===== config.mk =====
export PLATFORM = sky130hd
export DESIGN_NAME = seg_bus_monitor
export DESIGN_NICKNAME = d
export VERILOG_FILES = /design/src/rtl/seg_bus_monitor_pkg.sv /design/src/rtl/seg_bus_monitor_decode.sv /design/src/rtl/seg_bus_monitor.sv
export SDC_FILE = /design/constraint.sdc
export NUM_CORES = 1
export LEC_CHECK = 0
export ABC_AREA = 1
export BUFFER_PORTS_ARGS = -buffer_cell sky130_fd_sc_hd__clkbuf_2
export CAP_MARGIN = 20
export CORE_MARGIN = 4
export CORE_UTILIZATION = 42
export DETAILED_ROUTE_END_ITERATION = 7
export PLACE_DENSITY = 0.66
export RECOVER_POWER = 100
export REMOVE_ABC_BUFFERS = 1
export SKIP_LAST_GASP = 1
export SYNTH_ARGS = -nofsm -noshare
export SYNTH_HDL_FRONTEND = slang
export SYNTH_SLANG_ARGS = --single-unit

===== constraint.sdc =====
create_clock -name clk -period 3.35 [get_ports clk]
set_input_delay 0.335 -clock clk [delete_from_list [all_inputs] [get_ports clk]]
set_output_delay 0.335 -clock clk [all_outputs]
set_load 0.02 [all_outputs]

===== src/rtl/seg_bus_monitor_pkg.sv =====
// Shared definitions for the seven-segment bus monitor.
// Contents:
//   SEG_0..SEG_9, SEG_BLANK : active-low segment glyphs, bit0=a .. bit6=g
//   AN_NONE                 : anode bus with no digit selected
//   AN_SEC1..AN_MIN2        : anode bit index of each displayed digit
//   mon_state_e             : capture FSM state encoding
//   an_is_one_hot           : true when exactly one anode is driven low
package seg_bus_monitor_pkg;

  localparam logic [6:0] SEG_0     = 7'b1000000;
  localparam logic [6:0] SEG_1     = 7'b1111001;
  localparam logic [6:0] SEG_2     = 7'b0100100;
  localparam logic [6:0] SEG_3     = 7'b0110000;
  localparam logic [6:0] SEG_4     = 7'b0011001;
  localparam logic [6:0] SEG_5     = 7'b0010010;
  localparam logic [6:0] SEG_6     = 7'b0000010;
  localparam logic [6:0] SEG_7     = 7'b1111000;
  localparam logic [6:0] SEG_8     = 7'b0000000;
  localparam logic [6:0] SEG_9     = 7'b0010000;
  localparam logic [6:0] SEG_BLANK = 7'b1111111;

  localparam logic [3:0] AN_NONE = 4'b1111;

  localparam int AN_SEC1 = 0;
  localparam int AN_SEC2 = 1;
  localparam int AN_MIN1 = 2;
  localparam int AN_MIN2 = 3;

  typedef enum logic [1:0] {
    ST_IDLE   = 2'd0,
    ST_SETTLE = 2'd1,
    ST_HOLD   = 2'd2
  } mon_state_e;

  function automatic logic an_is_one_hot(input logic [3:0] i_an);
    return ($countones(~i_an) == 1);
  endfunction

endpackage


===== src/rtl/seg_bus_monitor_decode.sv =====
// Combinational seven-segment glyph decoder.
// Ports:
//   i_seg   : active-low segment pattern, bit0=a .. bit6=g
//   o_bcd   : decoded digit 0-9 (0 when the pattern is not a digit)
//   o_valid : 1 when i_seg is exactly one of the ten digit glyphs
module seg_decode
  import seg_bus_monitor_pkg::*;
(
  input  logic [6:0] i_seg,
  output logic [3:0] o_bcd,
  output logic       o_valid
);

  always_comb begin
    o_bcd   = 4'd0;
    o_valid = 1'b1;
    case (i_seg)
      SEG_0:   o_bcd = 4'd0;
      SEG_1:   o_bcd = 4'd1;
      SEG_2:   o_bcd = 4'd2;
      SEG_3:   o_bcd = 4'd3;
      SEG_4:   o_bcd = 4'd4;
      SEG_5:   o_bcd = 4'd5;
      SEG_6:   o_bcd = 4'd6;
      SEG_7:   o_bcd = 4'd7;
      SEG_8:   o_bcd = 4'd8;
      SEG_9:   o_bcd = 4'd9;
      default: o_valid = 1'b0;
    endcase
  end

endmodule


===== src/rtl/seg_bus_monitor.sv =====
// Receive-side monitor for a multiplexed four-digit seven-segment bus.
// Samples seg/an, waits for a pattern to hold steady, then reconstructs the
// displayed digit as BCD. Also flags blanking and illegal anode patterns.
// Ports:
//   clk, rst        : clock, asynchronous active-low reset
//   seg[6:0]        : active-low segment bus (bit0=a .. bit6=g)
//   an[3:0]         : active-low anode bus (an[0]=seconds1 .. an[3]=minutes2)
//   seconds1..minutes2 : captured BCD digits
//   digit_valid[3:0]: last capture of each digit decoded to 0-9
//   frame_done      : 1-cycle pulse once all four digits captured
//   blanked         : level, no anode active for BLANK_CYCLES
//   bus_error       : 1-cycle pulse on a stable multi-hot anode pattern
module seg_bus_monitor
  import seg_bus_monitor_pkg::*;
#(
  parameter int SYNC_STAGES   = 2,
  parameter int STABLE_CYCLES = 16,
  parameter int BLANK_CYCLES  = 500000
) (
  input  logic       clk,
  input  logic       rst,
  input  logic [6:0] seg,
  input  logic [3:0] an,
  output logic [3:0] seconds1,
  output logic [3:0] seconds2,
  output logic [3:0] minutes1,
  output logic [3:0] minutes2,
  output logic [3:0] digit_valid,
  output logic       frame_done,
  output logic       blanked,
  output logic       bus_error
);

  localparam int STW = $clog2(STABLE_CYCLES) + 1;
  localparam int BLW = $clog2(BLANK_CYCLES) + 1;
  localparam logic [STW-1:0] STABLE_LAST = STW'(STABLE_CYCLES - 1);
  localparam logic [BLW-1:0] BLANK_MAX   = BLW'(BLANK_CYCLES);
  localparam logic [BLW-1:0] BLANK_PRE   = BLW'(BLANK_CYCLES - 1);

  // Synchronisers reset to all ones so the bus looks idle out of reset.
  logic [6:0] r_seg_sync [SYNC_STAGES];
  logic [3:0] r_an_sync  [SYNC_STAGES];
  logic [6:0] w_seg;
  logic [3:0] w_an;

  always_ff @(posedge clk or negedge rst) begin
    if (!rst) begin
      for (int i = 0; i < SYNC_STAGES; i++) begin
        r_seg_sync[i] <= '1;
        r_an_sync[i]  <= '1;
      end
    end else begin
      r_seg_sync[0] <= seg;
      r_an_sync[0]  <= an;
      for (int i = 1; i < SYNC_STAGES; i++) begin
        r_seg_sync[i] <= r_seg_sync[i-1];
        r_an_sync[i]  <= r_an_sync[i-1];
      end
    end
  end

  assign w_seg = r_seg_sync[SYNC_STAGES-1];
  assign w_an  = r_an_sync[SYNC_STAGES-1];

  mon_state_e       r_state, w_next_state;
  logic [3:0]       r_snap_an;
  logic [6:0]       r_snap_seg;
  logic [STW-1:0]   r_stable_cnt;
  logic             w_match, w_load_snap, w_cnt_inc, w_capture;

  assign w_match = ({w_an, w_seg} == {r_snap_an, r_snap_seg});

  always_ff @(posedge clk or negedge rst) begin
    if (!rst) r_state <= ST_IDLE;
    else      r_state <= w_next_state;
  end

  always_comb begin
    w_next_state = r_state;
    w_load_snap  = 1'b0;
    w_cnt_inc    = 1'b0;
    w_capture    = 1'b0;
    case (r_state)
      ST_IDLE: begin
        if (w_an != AN_NONE) begin
          w_next_state = ST_SETTLE;
          w_load_snap  = 1'b1;
        end
      end
      ST_SETTLE: begin
        if (w_match) begin
          if (r_stable_cnt == STABLE_LAST) begin
            w_capture    = 1'b1;
            w_next_state = ST_HOLD;
          end else begin
            w_cnt_inc = 1'b1;
          end
        end else begin
          // Pattern moved: restart the stability window on the new pattern.
          w_load_snap = 1'b1;
          if (w_an == AN_NONE) w_next_state = ST_IDLE;
        end
      end
      ST_HOLD: begin
        // Only an anode change ends a hold; segment changes on the same
        // anode are ignored until the digit is deselected.
        if (w_an != r_snap_an) w_next_state = ST_IDLE;
      end
      default: w_next_state = ST_IDLE;
    endcase
  end

  always_ff @(posedge clk or negedge rst) begin
    if (!rst) begin
      r_snap_an    <= AN_NONE;
      r_snap_seg   <= SEG_BLANK;
      r_stable_cnt <= '0;
    end else if (w_load_snap) begin
      r_snap_an    <= w_an;
      r_snap_seg   <= w_seg;
      r_stable_cnt <= '0;
    end else if (w_cnt_inc) begin
      r_stable_cnt <= r_stable_cnt + STW'(1);
    end
  end

  logic [3:0] w_bcd;
  logic       w_dec_valid;
  logic       w_one_hot;
  logic [3:0] w_sel;

  seg_decode u_decode (
    .i_seg   (r_snap_seg),
    .o_bcd   (w_bcd),
    .o_valid (w_dec_valid)
  );

  assign w_one_hot = an_is_one_hot(r_snap_an);
  assign w_sel     = ~r_snap_an;

  logic [3:0]     r_digit [4];
  logic [3:0]     r_valid;
  logic [3:0]     r_seen;
  logic           r_frame_done;
  logic           r_bus_error;
  logic [BLW-1:0] r_blank_cnt;
  logic           w_blank_rise;

  assign w_blank_rise = (w_an == AN_NONE) && (r_blank_cnt == BLANK_PRE);

  always_ff @(posedge clk or negedge rst) begin
    if (!rst) begin
      for (int i = 0; i < 4; i++) r_digit[i] <= 4'd0;
      r_valid      <= 4'b0000;
      r_seen       <= 4'b0000;
      r_frame_done <= 1'b0;
      r_bus_error  <= 1'b0;
    end else begin
      r_bus_error  <= w_capture && !w_one_hot;
      r_frame_done <= (r_seen == 4'b1111);
      if (w_capture && w_one_hot) begin
        for (int i = 0; i < 4; i++) begin
          if (w_sel[i]) begin
            if (w_dec_valid) r_digit[i] <= w_bcd;
            r_valid[i] <= w_dec_valid;
          end
        end
        r_seen <= r_seen | w_sel;
      end else if ((r_seen == 4'b1111) || w_blank_rise) begin
        r_seen <= 4'b0000;
      end
    end
  end

  // Saturating idle counter; any active anode restarts it.
  always_ff @(posedge clk or negedge rst) begin
    if (!rst) begin
      r_blank_cnt <= '0;
    end else if (w_an == AN_NONE) begin
      if (r_blank_cnt != BLANK_MAX) r_blank_cnt <= r_blank_cnt + BLW'(1);
    end else begin
      r_blank_cnt <= '0;
    end
  end

  assign seconds1    = r_digit[AN_SEC1];
  assign seconds2    = r_digit[AN_SEC2];
  assign minutes1    = r_digit[AN_MIN1];
  assign minutes2    = r_digit[AN_MIN2];
  assign digit_valid = r_valid;
  assign frame_done  = r_frame_done;
  assign bus_error   = r_bus_error;
  assign blanked     = (r_blank_cnt == BLANK_MAX);

endmodule


# After elaboration in Yosys (flattened, before gate mapping)
# Index checks and enable logic that the tools add are counted.
[classes]
n_addsub = 5
n_mul = 0
n_div = 0
magnitude_cmp = 0
eq_ne = 26
shifts = 0
mux = 23
n_bitwise = 2
n_reduce_logical = 19
[op_table]
columns = ["cell", "count"]
rows = [
  ["$eq 20x19->1 const B", 2],
  ["$mux 20", 2],
  ["$pmux 4 s9", 1],
  ["$eq 7x5->1 const B", 3],
  ["$eq 7x7->1 const B", 3],
  ["$add 20x1->20 const B", 1],
  ["$ne 20x19->1 const B", 1],
  ["$eq 7x6->1 const B", 2],
  ["$reduce_and 3->1", 4],
  ["$eq 11x11->1", 1],
  ["$mux 2", 5],
  ["$mux 5", 2],
  ["$reduce_or 10->1", 1],
  ["$mux 1", 9],
  ["$eq 4x4->1 const B", 2],
  ["$mux 4", 2],
  ["$reduce_and 2->1", 4],
  ["$eq 7x2->1 const B", 1],
  ["$logic_not 7->1", 1],
  ["$ne 3x3->1 const B", 2],
  ["$pmux 2 s3", 1],
  ["$add 5x1->5 const B", 1],
  ["$eq 5x4->1 const B", 1],
  ["$add 1x1->2", 2],
  ["other kinds (17)", 21],
]
[word_totals]
register_bits = 86
latch_bits = 0
ramBits = 0
romBits = 0
in_bits = 13
output_inout_bits = 23
wordCells = 95
n_memories = 0

# Logic depth before layout (Yosys ltp)
# Gate-level depths: netlist of run 1.
[logic_depth]
depth_word = 6
depth_mapped = 13
mapped_depth_nobuf = 13

# Modules after synthesis
# From an unflattened synthesis of run 1, not the netlist that was laid out.
[hier_totals]
hier_cells = 486
hier_area_um2 = 4172.8
[by_module_without_submodules]
columns = ["mod", "n_inst", "cells_per_inst", "area_each_um2", "seq_area_each_um2"]
rows = [
  ["seg_bus_monitor", 1, 436, 3938.8, 2193.4],
  ["seg_decode", 1, 50, 234.0, 0.0],
]

# Worst setup path before layout of run 1
# OpenSTA, ideal clock, no wires.
[synth_timing]
kind = "register to register"
from = "reg r_snap_an[1]"
to = "reg r_digit (netlist bit seconds1[0])"
setup_ps = 118
t_arrival_ps = 2383
required_time_ps = 3232
path_slack_ps = 849
path_stages_with_launch = 11
cell_sequence = "dfstp_2 -> fa_1 -> inv_1 -> ha_1 -> ha_1 -> nor3_1 -> inv_1 -> nor2_4 -> nand3_1 -> nand2_1 -> nand2_1"
[synth_via]
elab_chain_len = 6
elab_cells_between_ends = 9
[synth_rtl]
columns = ["element", "line", "source"]
rows = [
  ["start, declared", "seg_bus_monitor.sv:66", "logic [3:0] r_snap_an;"],
  ["start signal, assigned", "seg_bus_monitor.sv:119", "r_snap_an <= w_an;"],
  ["$not 4->4", "seg_bus_monitor_pkg.sv:36", "return ($countones(~i_an) == 1);"],
  ["$add 1x1->2 (implied by the code)", "seg_bus_monitor_pkg.sv:36", ""],
  ["$add 2x2->3 (implied by the code)", "seg_bus_monitor_pkg.sv:36", ""],
  ["$eq 3x1->1", "seg_bus_monitor_pkg.sv:36", ""],
  ["$logic_and 1x1->1 (*)", "seg_bus_monitor.sv:161", "if (w_capture && w_one_hot) begin"],
  ["$reduce_and 3->1 (no source line) (*)", "--", ""],
  ["end signal, assigned by index", "seg_bus_monitor.sv:164", "if (w_dec_valid) r_digit[i] <= w_bcd;"],
  ["end, declared", "seg_bus_monitor.sv:141", "logic [3:0] r_digit [4];"],
]
# Mark *: on every way between the ends. The rest lies on a longest branch, timed or not.
# A chain may end at the register's enable or synchronous reset.

# Final worst setup path of run 1
[layout_timing]
from = "reg r_snap_an[1]"
to = "reg r_digit (netlist bit seconds1[3])"
# Same word-level chain as after synthesis.

==> impl_metrics.prom, run 1 <==
# TYPE chip_impl_metric gauge
chip_impl_metric{name="post_cts_resize_count",unit=""} 0
chip_impl_metric{name="grt_remaining_overflow",unit=""} 0
chip_impl_metric{name="synth_top_area_share",unit="%"} 33.3
chip_impl_metric{name="fmaxAchievable",unit="MHz"} 337
chip_impl_metric{name="finish.utilization",unit="%"} 48.2
chip_impl_metric{name="fp.dieArea",unit="sq um"} 11100
chip_impl_metric{name="htree_levels",unit=""} 3
chip_impl_metric{name="cts.reportedPaths.clkPinSlew",unit="ns"} 0.09
chip_impl_metric{name="drc",unit=""} 0
chip_impl_metric{name="final_min_period_over_clock_period",unit="%"} 88.6
chip_impl_metric{name="syn-cell-area",unit="sq um"} 3980
chip_impl_metric{name="number_of_warnings_issued_by_yosys",unit=""} 0
chip_impl_metric{name="postCtsHoldBufs",unit=""} 0
chip_impl_metric{name="pwr-share-clk",unit="%"} 28.0
chip_impl_metric{name="syn_inst",unit=""} 457
chip_impl_metric{name="max_stage_delay",unit="ns"} 0.66
chip_impl_metric{name="die_height",unit="um"} 105
chip_impl_info{name="slowest_stage",value="dfstp_1"} 1
chip_impl_info{name="run_status",value="finished, violations left"} 1
chip_impl_metric{name="power_switching",unit="uW"} 785
chip_impl_metric{name="timing.critical_path.arrival",unit="ns"} 3.21
chip_impl_metric{name="skew",unit="ns"} 0.0115
chip_impl_metric{name="netlist-cell-type-count",unit=""} 34
chip_impl_metric{name="rows",unit=""} 35
chip_impl_metric{name="placeableCoreArea",unit="sq um"} 9240
chip_impl_info{name="tritoncts_clock_tree",value="yes"} 1
chip_impl_metric{name="layout.nets",unit=""} 519
chip_impl_metric{name="cts.path.max_buffers",unit=""} 2
chip_impl_metric{name="drt-wirelength-per-cell",unit="um"} 12.2
chip_impl_metric{name="drive_above_1_share",unit="%"} 13.9
chip_impl_metric{name="synth_sequential_area_ratio",unit="%"} 55.1
chip_impl_metric{name="grt_antenna_before_repair",unit=""} 0
chip_impl_metric{name="finalHoldViolCount",unit=""} 0
chip_impl_metric{name="power_report.internal_total",unit="mW"} 1.58
chip_impl_info{name="synth_top_flop_cell",value="dfrtp_1"} 1
chip_impl_metric{name="cts_post_setup_buffers_inserted",unit=""} 0
chip_impl_metric{name="slew_violations",unit=""} 37
chip_impl_metric{name="power_frac_seq",unit="%"} 52.1
chip_impl_metric{name="vias",unit=""} 3072
chip_impl_metric{name="place.detailed.hpwl",unit="um"} 5660
chip_impl_metric{name="initial_core_util",unit="%"} 43.1
chip_impl_metric{name="groute.usage.overall",unit="%"} 14.8
chip_impl_metric{name="async_flop_share",unit="%"} 100
chip_impl_metric{name="multiInputGateArea",unit="sq um"} 1510
chip_impl_metric{name="antenna_cells_inserted",unit=""} 0
chip_impl_info{name="most_area_consuming_cells_after_synthesis",value="dfrtp_1 (33%), dfstp_2 (22%), nand2_1 (12%)"} 1
chip_impl_metric{name="drt_first_iter_violations",unit=""} 140
chip_impl_metric{name="path_max_fanout",unit=""} 15
chip_impl_metric{name="worst_slew_pin_slew",unit="ns"} 1.98
chip_impl_metric{name="areaGrowthSynthToFinish",unit="%"} 12.0
chip_impl_metric{name="cts_inserted_buffers",unit=""} 9
chip_impl_metric{name="antenna_left",unit=""} 0
chip_impl_metric{name="gp_routability_congestion",unit=""} 0.886
chip_impl_metric{name="die_x_extent",unit="um"} 105
chip_impl_info{name="crit_path_cell_trace",value="fa_1 -> inv_1 -> ha_1 -> ha_1 -> nor3_1 -> inv_1 -> nor2_4 -> nand3_1 -> nand2_1 -> nand2_1"} 1
chip_impl_info{name="final_common_cell",value="nand2_1"} 1
chip_impl_metric{name="relative_slew_slack",unit="%"} -32.2
chip_impl_metric{name="power-per-cell-area",unit="nW/um^2"} 531
chip_impl_metric{name="max-vdd-ir-drop",unit="mV"} 0.346
chip_impl_metric{name="setup-tns-final",unit="ns"} 0
chip_impl_info{name="holdCritPathClass",value="in -> reg"} 1
chip_impl_metric{name="via_count_of_the_first_global_routing_pass",unit=""} 2902
chip_impl_metric{name="fin_crit",unit="ns"} 2.97
chip_impl_metric{name="final.fill_count",unit=""} 885
chip_impl_info{name="grt_setup_unrepaired",value="false"} 1
chip_impl_metric{name="clock_latency",unit="ns"} 0.35
chip_impl_metric{name="comb_power_share",unit="%"} 19.8
chip_impl_info{name="yosysTopAreaCell",value="dfrtp_1"} 1
chip_impl_metric{name="grt_first_pass_wirelength",unit="um"} 13400
chip_impl_metric{name="vias_per_cell",unit=""} 4.85
chip_impl_metric{name="cts_num_sinks",unit=""} 86
chip_impl_metric{name="power.total",unit="mW"} 2.37
chip_impl_metric{name="largest_net_degree_at_the_start_of_global_routing",unit=""} 87
chip_impl_info{name="cts-root-buf",value="clkbuf_8"} 1
chip_impl_info{name="failed_checks",value="capacitance limit, slew limit"} 1
chip_impl_metric{name="io_pins",unit=""} 36
chip_impl_metric{name="routed_wl",unit="um"} 7700
chip_impl_metric{name="cellLeakagePower",unit="nW"} 2.09
chip_impl_info{name="critical_path_start_end_classification",value="reg -> reg"} 1
chip_impl_metric{name="switching_share",unit="%"} 33.2
chip_impl_metric{name="io_buffers",unit=""} 35
chip_impl_metric{name="synth.ff_latch_count",unit=""} 86
chip_impl_metric{name="seq_area",unit="sq um"} 2190
chip_impl_info{name="startpoint_type",value="flip-flop"} 1
chip_impl_metric{name="detailedRoute.firstPassIterationCount",unit=""} 4
chip_impl_info{name="layout_common_cells",value="nand2_1 (127), inv_1 (55), dfrtp_1 (53), nor2_1 (36), o21ai_0 (36)"} 1
chip_impl_metric{name="maxCapViolCount",unit=""} 1
chip_impl_metric{name="avgSynthCellArea",unit="sq um"} 8.71
chip_impl_metric{name="timing.hold.ws",unit="ns"} 0.0540
chip_impl_metric{name="cp_data_required_time",unit="ns"} 3.59
chip_impl_metric{name="synth_edf_count",unit=""} 0
chip_impl_info{name="cp-end-kind",value="flip-flop"} 1
chip_impl_metric{name="final-setup-viol-count",unit=""} 0
==> stage by stage <==
stage / worst slack [ns] / instance area (sq um) / std cells
after global routing: 0.145 / 4460 / 633
after floorplan: 0.730 / 3950 / 451
after detailed placement: 0.493 / 4290 / 615
after CTS: 0.472 / 4470 / 631
after global placement: 0.563 / 4290 / 615
final: 0.381 / 4460 / 633
==> cell families after synthesis <==
kind of cell | count (synthesis) | share of synthesized area [%]
simple gates | 235 | 27.0
xor+xnor | 7 | 1.54
compound gates | 57 | 7.52
flops | 86 | 55.1
buf+inv | 65 | 6.38
fa+ha+maj | 7 | 2.39
==> per-layer routing <==
metal | vias to the layer above | share of wire (%) | GRT usage (%)
li1 | 1565 | - | -
met1 | 1445 | 47 | 20.3
met2 | 53 | 47 | 22.7
met3 | 9 | 4.6 | 3.67
met4 | 0 | 1.7 | 5.62
met5 | - | 0 | 0
==> power groups by stage <==
stage / clock (mW) / combinational, mW / sequential, mW
6_report: 0.663 / 0.469 / 1.23
3_5_place_dp: 0 / 0.468 / 1.26
4_1_cts: 0.691 / 0.471 / 1.24
3_3_place_gp: 0 / 0.447 / 1.25
5_1_grt: 0.738 / 0.538 / 1.25
2_1_floorplan: 0 / 0.346 / 1.24
==> sequential cells by signal, summed over array words and instances, names as in the netlist <==
name and count:
frame_done 1, minutes1 4, minutes2 4, seconds1 4
r_snap_seg 7, r_seg_sync 7, r_state 2, r_stable_cnt 5
r_snap_an 4, digit_valid 4, r_blank_cnt 20, w_seg 7
seconds2 4, r_an_sync 4, r_seen 4, w_an 4
bus_error 1
==> cell type report <==
type                    instances  share of cell area (%)
flip-flops and latches         86                    49.2
multi-input cells             306                    34.0
inverters                      59                    4.97
repair buffers                 37                    4.10
well taps                     129                    3.62
clock buffers                  10                    3.09
clock inverters                 6                    1.04
==> cells in the mapped netlist (3+ instances only) <==
cell	instances
nand2_1	125
inv_1	54
dfrtp_1	53
o21ai_0	35
dfstp_2	33
nor2_1	33
nand3_1	27
nand4_1	19
a21oi_1	15
nor3_1	11
ha_1	6
nor2_4	6
inv_2	5
xnor2_1	5
nor4_1	4
nand2_2	3
==> worst max-delay path: cells and delay by family (launching register included) <==
| kind | cells | cell delay (ns) |
|---|---|---|
| adder cells (fa/ha/maj) | 3 | 0.82 |
| buffers and inverters | 2 | 0.24 |
| flip-flops | 1 | 0.66 |
| AND/OR/NAND/NOR | 5 | 1.14 |
==> path summary, 6_finish.rpt <==
check                                    startpoint                     endpoint  slack [ns]  cells past startpoint
min                                           an[1]       r_an_sync[5]$_DFF_PN1_        0.05                      1
max reg2reg                r_snap_an[1]$_DFFE_PN1P_      seconds1[3]$_DFFE_PN0P_        0.38                     10
max                        r_snap_an[1]$_DFFE_PN1P_      seconds1[3]$_DFFE_PN0P_        0.38                     10
min in group asynchronous                       rst  r_blank_cnt[16]$_DFFE_PN0P_        1.08                      2
max in group asynchronous                       rst  r_stable_cnt[1]$_DFFE_PN0P_        1.14                      2
min reg2reg                  r_an_sync[7]$_DFF_PN1_            w_an[3]$_DFF_PN1_        0.35                      0
(Power assumes the default switching activity.)
==> run 2: changes to the inputs <==
--- a/config.mk
+++ b/config.mk
@@ -10,7 +10,9 @@
 export CAP_MARGIN = 20
 export CORE_MARGIN = 4
 export CORE_UTILIZATION = 42
+export CTS_CLUSTER_SIZE = 10
 export DETAILED_ROUTE_END_ITERATION = 7
+export HOLD_SLACK_MARGIN = 0.05
 export PLACE_DENSITY = 0.66
 export RECOVER_POWER = 100
 export REMOVE_ABC_BUFFERS = 1
==> constraint.sdc (replaced) <==
create_clock -name clk -period 3.1 [get_ports clk]
set_input_delay 0.31 -clock clk [delete_from_list [all_inputs] [get_ports clk]]
set_output_delay 0.31 -clock clk [all_outputs]
set_load 0.02 [all_outputs]
==> run 2 against run 1 <==
  * The run now ends clean
  * Combinational power is 13% higher
  * Register-to-register slack is essentially flat
  * First-iteration DRC count rose by 0.71%
  * Total power grew 12%
  * Maximum frequency rose by 9.4%
  * Global-route usage increased by 0.55 points
  * Final cell count is 1.9% higher
  * Worst hold slack improved by 0.30 ns
  * Critical path type unchanged
  * Largest cell class unchanged
  * Highest routed layer unchanged
==> impl_metrics.prom, run 2 (synthesis gave the netlist of run 1 again) <==
# TYPE chip_impl_metric gauge
chip_impl_info{name="run_status",value="complete, no violations"} 1
chip_impl_info{name="startpoint_type",value="flip-flop"} 1
chip_impl_metric{name="power_switching",unit="uW"} 869
chip_impl_metric{name="vias_per_cell",unit=""} 4.84
chip_impl_metric{name="fin_crit",unit="ns"} 2.71
chip_impl_info{name="tritoncts_clock_tree",value="yes"} 1
chip_impl_metric{name="cellLeakagePower",unit="nW"} 2.15
chip_impl_metric{name="grt_remaining_overflow",unit=""} 0
chip_impl_metric{name="power_frac_seq",unit="%"} 50.6
chip_impl_metric{name="timing.critical_path.arrival",unit="ns"} 2.96
chip_impl_metric{name="io_pins",unit=""} 36
chip_impl_metric{name="path_max_fanout",unit=""} 15
chip_impl_metric{name="largest_register_ff_count",unit=""} 20
chip_impl_info{name="slowest_stage",value="dfstp_1"} 1
chip_impl_metric{name="die_height",unit="um"} 105
chip_impl_metric{name="finalNonFillerCells",unit=""} 645
chip_impl_metric{name="drive_above_1_share",unit="%"} 14.1
chip_impl_metric{name="timing.hold.ws",unit="ns"} 0.359
chip_impl_metric{name="cts.reportedPaths.clkPinSlew",unit="ns"} 0.09
chip_impl_metric{name="comb_power_share",unit="%"} 20.1
chip_impl_metric{name="rows",unit=""} 35
chip_impl_metric{name="final_min_period_over_clock_period",unit="%"} 87.6
chip_impl_metric{name="slew_violations",unit=""} 0
chip_impl_metric{name="pwr-share-clk",unit="%"} 29.4
chip_impl_metric{name="initial_core_util",unit="%"} 43.1
chip_impl_metric{name="final-setup-viol-count",unit=""} 0
chip_impl_metric{name="setup-tns-final",unit="ns"} 0
chip_impl_metric{name="via_count_of_the_first_global_routing_pass",unit=""} 3069
chip_impl_metric{name="areaGrowthSynthToFinish",unit="%"} 15.3
chip_impl_metric{name="switching_share",unit="%"} 32.9
chip_impl_info{name="layout_common_cells",value="nand2_1 (127), inv_1 (54), dfrtp_1 (53), nor2_1 (36), o21ai_0 (36)"} 1
chip_impl_metric{name="placeableCoreArea",unit="sq um"} 9240
chip_impl_metric{name="gp_routability_congestion",unit=""} 0.853
chip_impl_metric{name="placed_cells",unit=""} 616
chip_impl_metric{name="cts_inserted_buffers",unit=""} 9
chip_impl_info{name="holdCritPathClass",value="reg -> reg"} 1
chip_impl_metric{name="fmaxAchievable",unit="MHz"} 368
chip_impl_info{name="cp-end-kind",value="flip-flop"} 1
chip_impl_metric{name="place.detailed.hpwl",unit="um"} 5690
chip_impl_info{name="final_common_cell",value="nand2_1"} 1
chip_impl_metric{name="cp_num_buf_inv",unit=""} 2
chip_impl_metric{name="max-vdd-ir-drop",unit="mV"} 0.353
chip_impl_metric{name="cts.path.max_buffers",unit=""} 2
chip_impl_metric{name="preCtsSetupSlack",unit="ns"} 0.464
chip_impl_metric{name="cp_data_required_time",unit="ns"} 3.35
chip_impl_metric{name="drc",unit=""} 0
chip_impl_metric{name="groute.usage.overall",unit="%"} 15.4
chip_impl_metric{name="layout.nets",unit=""} 531
chip_impl_metric{name="post_cts_resize_count",unit=""} 0
chip_impl_metric{name="maxCapViolCount",unit=""} 0
chip_impl_info{name="critical_path_start_end_classification",value="reg -> reg"} 1
chip_impl_metric{name="antenna_cells_inserted",unit=""} 0
chip_impl_metric{name="max_stage_delay",unit="ns"} 0.66
chip_impl_metric{name="grt_first_pass_wirelength",unit="um"} 14000
chip_impl_metric{name="detailedRoute.firstPassIterationCount",unit=""} 4
chip_impl_metric{name="io_buffers",unit=""} 35
chip_impl_metric{name="clock_latency",unit="ns"} 0.35
chip_impl_metric{name="power_report.internal_total",unit="mW"} 1.77
chip_impl_metric{name="finalHoldViolCount",unit=""} 0
chip_impl_metric{name="worst_slew_pin_slew",unit="ns"} 0.692
chip_impl_metric{name="power-per-cell-area",unit="nW/um^2"} 575
chip_impl_metric{name="htree_levels",unit=""} 3
chip_impl_metric{name="largest_net_degree_at_the_start_of_global_routing",unit=""} 87
chip_impl_info{name="top_register",value="r_blank_cnt"} 1
chip_impl_info{name="cts-root-buf",value="clkbuf_8"} 1
chip_impl_metric{name="skew",unit="ns"} 0.00878
chip_impl_metric{name="finalWorstSetupSlack",unit="ns"} 0.385
chip_impl_metric{name="drt-wirelength-per-cell",unit="um"} 12.4
chip_impl_info{name="grt_setup_unrepaired",value="false"} 1
chip_impl_metric{name="antenna_left",unit=""} 0
chip_impl_metric{name="routed_wl",unit="um"} 7980
chip_impl_info{name="crit_path_cell_trace",value="fa_1 -> inv_1 -> ha_1 -> ha_1 -> nor3_1 -> inv_1 -> nor2_4 -> nand3_1 -> nand2_1 -> nand2_1"} 1
chip_impl_metric{name="grt_antenna_before_repair",unit=""} 0
chip_impl_metric{name="die_x_extent",unit="um"} 105
chip_impl_info{name="timing.critical_path.max_delay_family",value="simple AND/OR/NAND/NOR gates"} 1
chip_impl_metric{name="final.fill_count",unit=""} 872
chip_impl_metric{name="vias",unit=""} 3124
chip_impl_metric{name="cts_num_sinks",unit=""} 86
chip_impl_metric{name="drt_first_iter_violations",unit=""} 141
chip_impl_metric{name="relative_slew_slack",unit="%"} 53.8
chip_impl_metric{name="fp.dieArea",unit="sq um"} 11100
-- run 2: worst paths after layout --
check / endpoint / slack, ns / startpoint / cells after the start
setup / recovery: minutes1[1]$_DFFE_PN0P_ / 0.39 / r_snap_an[1]$_DFFE_PN1P_ / 10
hold / removal: w_an[0]$_DFF_PN1_ / 0.36 / r_an_sync[4]$_DFF_PN1_ / 0
setup reg to reg: minutes1[1]$_DFFE_PN0P_ / 0.39 / r_snap_an[1]$_DFFE_PN1P_ / 10
hold reg to reg: w_an[0]$_DFF_PN1_ / 0.36 / r_an_sync[4]$_DFF_PN1_ / 0
max in group asynchronous: r_snap_an[0]$_DFFE_PN1P_ / 1.79 / rst / 3
min in group asynchronous: r_blank_cnt[18]$_DFFE_PN0P_ / 0.49 / rst / 2
-- run 2: power groups by stage --
| stage | registers [mW] | clock network (mW) | logic (mW) |
|---|---|---|---|
| final | 1.33 | 0.775 | 0.530 |
| after global routing | 1.35 | 0.853 | 0.614 |
| after CTS | 1.34 | 0.802 | 0.538 |
| after detailed placement | 1.36 | 0 | 0.523 |
| after global placement | 1.35 | 0 | 0.509 |
| after floorplan | 1.34 | 0 | 0.374 |
-- run 2: cell type report --
type	count	area, sq um	share of cell area (%)
flip-flops and latches	86	2190	47.8
multi-input cells	306	1510	33.0
repair buffers	49	300	6.54
inverters	59	221	4.83
well taps	129	161	3.52
clock buffers	10	149	3.25
clock inverters	6	48.8	1.06
-- run 2: per-layer routing --
| layer | share of wire, % | global-route usage [%] |
|---|---|---|
| met5 | 0 | 0 |
| met4 | 0.70 | 4.03 |
| met3 | 3.7 | 4.04 |
| met2 | 49 | 25.3 |
| met1 | 47 | 20.1 |
-- run 2: worst reg2reg max path, cell delays in order (launching register included) --
cell,delay (ns)
dfstp_1,0.66
fa_1,0.46
inv_1,0.07
ha_1,0.14
ha_1,0.22
nor3_1,0.24
inv_1,0.12
nor2_4,0.29
nand3_1,0.24
nand2_1,0.12
nand2_1,0.05
-- run 2: repair_timing --
action,CTS,global route
buffers inserted,0,0
endpoints found under the hold margin,11,9
hold buffers,11,1
-- run 2: through the flow --
step | power, mW | area, sq um | util [%]
2_1_floorplan | 1.71 | 3950 | -
3_3_place_gp | 1.86 | 4290 | 46.5
3_5_place_dp | 1.88 | 4290 | 46.5
4_1_cts | 2.68 | 4600 | 49.8
5_1_grt | 2.82 | 4590 | 49.7
6_report | 2.64 | 4590 | 49.7
==> run 3: changes to the inputs <==
--- a/config.mk
+++ b/config.mk
@@ -8,12 +8,15 @@
 export ABC_AREA = 1
 export BUFFER_PORTS_ARGS = -buffer_cell sky130_fd_sc_hd__clkbuf_2
 export CAP_MARGIN = 20
+export CELL_PAD_IN_SITES_DETAIL_PLACEMENT = 1
+export CELL_PAD_IN_SITES_GLOBAL_PLACEMENT = 2
 export CORE_MARGIN = 4
-export CORE_UTILIZATION = 42
+export CORE_UTILIZATION = 36
+export CTS_CLUSTER_DIAMETER = 150
 export CTS_CLUSTER_SIZE = 10
 export DETAILED_ROUTE_END_ITERATION = 7
 export HOLD_SLACK_MARGIN = 0.05
-export PLACE_DENSITY = 0.66
+export PLACE_DENSITY = 0.84
 export RECOVER_POWER = 100
 export REMOVE_ABC_BUFFERS = 1
 export SKIP_LAST_GASP = 1
==> run 3 against run 2 <==
  * The flow now finishes with violations (capacitance limit, slew limit)
  * Sequential power about the same
  * Total power up 0.53%
  * First-iteration DRC count decreased by 18%
  * Critical endpoint is now minutes1[0]$_DFFE_PN0P_
  * Largest power group unchanged
==> impl_metrics.prom, run 3 (synthesis gave the netlist of run 1 again) <==
# TYPE chip_impl_metric gauge
chip_impl_info{name="timing.critical_path.max_delay_family",value="simple AND/OR/NAND/NOR gates"} 1
chip_impl_metric{name="pwr-share-clk",unit="%"} 29.5
chip_impl_metric{name="finalInstanceArea",unit="sq um"} 4560
chip_impl_metric{name="finish.utilization",unit="%"} 42.0
chip_impl_metric{name="final_min_period_over_clock_period",unit="%"} 86.6
chip_impl_info{name="slowest_stage",value="dfstp_2"} 1
chip_impl_info{name="startpoint_type",value="flip-flop"} 1
chip_impl_metric{name="vias_per_cell",unit=""} 4.88
chip_impl_metric{name="rows",unit=""} 38
chip_impl_metric{name="max_stage_delay",unit="ns"} 0.62
chip_impl_metric{name="power_report.internal_total",unit="mW"} 1.76
chip_impl_metric{name="fmaxAchievable",unit="MHz"} 372
chip_impl_metric{name="setup-tns-final",unit="ns"} 0
chip_impl_info{name="final_common_cell",value="nand2_1"} 1
chip_impl_metric{name="cts_num_sinks",unit=""} 86
chip_impl_metric{name="cts_inserted_buffers",unit=""} 9
chip_impl_info{name="crit_path_cell_trace",value="fa_1 -> inv_1 -> ha_1 -> ha_1 -> nor3_1 -> inv_1 -> nor2_4 -> nand3_1 -> nand2_1 -> nand2_1"} 1
chip_impl_info{name="run_status",value="finished, violations left"} 1
chip_impl_metric{name="cts.reportedPaths.clkPinSlew",unit="ns"} 0.10
chip_impl_metric{name="fp.dieArea",unit="sq um"} 12800
chip_impl_metric{name="finalNonFillerCells",unit=""} 656
chip_impl_metric{name="largest_register_ff_count",unit=""} 20
chip_impl_metric{name="comb_power_share",unit="%"} 20.1
chip_impl_metric{name="layout.nets",unit=""} 531
chip_impl_metric{name="cellLeakagePower",unit="nW"} 2.13
chip_impl_metric{name="skew",unit="ns"} 0.0181
chip_impl_info{name="cts-root-buf",value="clkbuf_8"} 1
chip_impl_metric{name="maxCapViolCount",unit=""} 1
chip_impl_metric{name="grt_antenna_before_repair",unit=""} 0
chip_impl_metric{name="die_height",unit="um"} 113
chip_impl_metric{name="initial_core_util",unit="%"} 36.7
chip_impl_metric{name="cp_data_required_time",unit="ns"} 3.36
chip_impl_metric{name="grt_remaining_overflow",unit=""} 0
chip_impl_info{name="tritoncts_clock_tree",value="yes"} 1
chip_impl_metric{name="areaGrowthSynthToFinish",unit="%"} 14.6
chip_impl_metric{name="slew_violations",unit=""} 69
chip_impl_info{name="critical_path_start_end_classification",value="reg -> reg"} 1
chip_impl_metric{name="placed_cells",unit=""} 629
chip_impl_info{name="grt_setup_unrepaired",value="false"} 1
chip_impl_metric{name="drt_first_iter_violations",unit=""} 115
chip_impl_metric{name="cp_num_buf_inv",unit=""} 2
chip_impl_metric{name="place.detailed.hpwl",unit="um"} 6870
chip_impl_metric{name="vias",unit=""} 3204
chip_impl_metric{name="drt-wirelength-per-cell",unit="um"} 14.5
chip_impl_metric{name="postCtsHoldBufs",unit=""} 11
chip_impl_metric{name="clock_latency",unit="ns"} 0.37
chip_impl_metric{name="timing.critical_path.arrival",unit="ns"} 2.94
chip_impl_metric{name="relative_slew_slack",unit="%"} -16.3
chip_impl_metric{name="power.total",unit="mW"} 2.65
chip_impl_metric{name="routed_wl",unit="um"} 9490
chip_impl_metric{name="drc",unit=""} 0
chip_impl_metric{name="power_frac_seq",unit="%"} 50.4
chip_impl_metric{name="fin_crit",unit="ns"} 2.68
chip_impl_metric{name="via_count_of_the_first_global_routing_pass",unit=""} 3493
chip_impl_metric{name="switching_share",unit="%"} 33.7
chip_impl_metric{name="drive_above_1_share",unit="%"} 13.6
chip_impl_info{name="holdCritPathClass",value="reg -> reg"} 1
chip_impl_metric{name="antenna_left",unit=""} 0
chip_impl_metric{name="power_switching",unit="uW"} 893
chip_impl_metric{name="detailedRoute.firstPassIterationCount",unit=""} 5
chip_impl_metric{name="cts.path.max_buffers",unit=""} 2
chip_impl_metric{name="cts_post_setup_buffers_inserted",unit=""} 0
chip_impl_metric{name="path_max_fanout",unit=""} 15
chip_impl_metric{name="groute.usage.overall",unit="%"} 16.2
chip_impl_info{name="failed_checks",value="capacitance limit, slew limit"} 1
chip_impl_metric{name="largest_net_degree_at_the_start_of_global_routing",unit=""} 69
chip_impl_metric{name="post_cts_resize_count",unit=""} 0
chip_impl_metric{name="final.fill_count",unit=""} 1316
chip_impl_metric{name="worst_slew_pin_slew",unit="ns"} 1.74
chip_impl_metric{name="htree_levels",unit=""} 3
chip_impl_metric{name="final-setup-viol-count",unit=""} 0
chip_impl_metric{name="max-vdd-ir-drop",unit="mV"} 0.277
chip_impl_metric{name="io_pins",unit=""} 36
chip_impl_info{name="layout_common_cells",value="nand2_1 (126), inv_1 (55), dfrtp_1 (53), nor2_1 (37), o21ai_0 (35)"} 1
chip_impl_metric{name="finalHoldViolCount",unit=""} 0
chip_impl_info{name="top_register",value="r_blank_cnt"} 1
chip_impl_metric{name="io_buffers",unit=""} 35
chip_impl_info{name="cp-end-kind",value="flip-flop"} 1
chip_impl_metric{name="placeableCoreArea",unit="sq um"} 10800
chip_impl_metric{name="die_x_extent",unit="um"} 113
chip_impl_metric{name="power-per-cell-area",unit="nW/um^2"} 582
chip_impl_metric{name="gp_routability_congestion",unit=""} 0.801
chip_impl_metric{name="grt_first_pass_wirelength",unit="um"} 16900
chip_impl_metric{name="antenna_cells_inserted",unit=""} 0
chip_impl_metric{name="placed_cell_area",unit="sq um"} 4320
run 3: final timing paths:
path	cells after the start	startpoint	slack (ns)	endpoint
setup / recovery	10	r_snap_an[1]$_DFFE_PN1P_	0.42	minutes1[0]$_DFFE_PN0P_
hold / removal	0	r_an_sync[5]$_DFF_PN1_	0.35	w_an[1]$_DFF_PN1_
setup reg to reg	10	r_snap_an[1]$_DFFE_PN1P_	0.42	minutes1[0]$_DFFE_PN0P_
hold reg to reg	0	r_an_sync[5]$_DFF_PN1_	0.35	w_an[1]$_DFF_PN1_
max in group asynchronous	2	rst	1.24	r_an_sync[5]$_DFF_PN1_
min in group asynchronous	1	rst	0.36	seconds1[0]$_DFFE_PN0P_
run 3: power by group through the flow:
| stage | Clock [mW] | Combinational (mW) | Sequential (mW) |
|---|---|---|---|
| global placement | 0 | 0.524 | 1.35 |
| detailed placement | 0 | 0.541 | 1.36 |
| finish | 0.783 | 0.534 | 1.34 |
| floorplan | 0 | 0.374 | 1.34 |
| global route | 0.858 | 0.629 | 1.35 |
| CTS | 0.809 | 0.557 | 1.34 |
run 3: cell type report:
cell class              instances  area (sq um)  share of cell area, %
multi-input cells             306          1510                   33.1
well taps                     140           175                   3.84
inverters                      59           221                   4.86
flip-flops and latches         86          2190                   48.1
clock buffers                  11           153                   3.35
repair buffers                 49           269                   5.90
clock inverters                 5          37.5                  0.823
run 3: worst reg2reg max path, cell delays in order (launching register included):
cell     delay, ns
dfstp_2       0.62
fa_1          0.43
inv_1         0.06
ha_1          0.13
ha_1          0.22
nor3_1        0.24
inv_1         0.12
nor2_4        0.33
nand3_1       0.25
nand2_1       0.12
nand2_1       0.05
run 3: per-layer routing:
layer | vias to the layer above | track usage, % | part of all wire [%]
met5 | - | 0 | 0
met1 | 1575 | 21.9 | 48
li1 | 1588 | - | -
met4 | 0 | 4.81 | 1.1
met2 | 29 | 26.4 | 48
met3 | 12 | 3.10 | 2.4
run 3: stage by stage:
step / worst slack (ns) / hold WS (ns)
after floorplan: 0.480 / 0.0144
after global placement: 0.515 / 0.346
after detailed placement: 0.403 / 0.347
after CTS: 0.373 / 0.0904
after global routing: 0.0700 / 0.365
final: 0.415 / 0.351
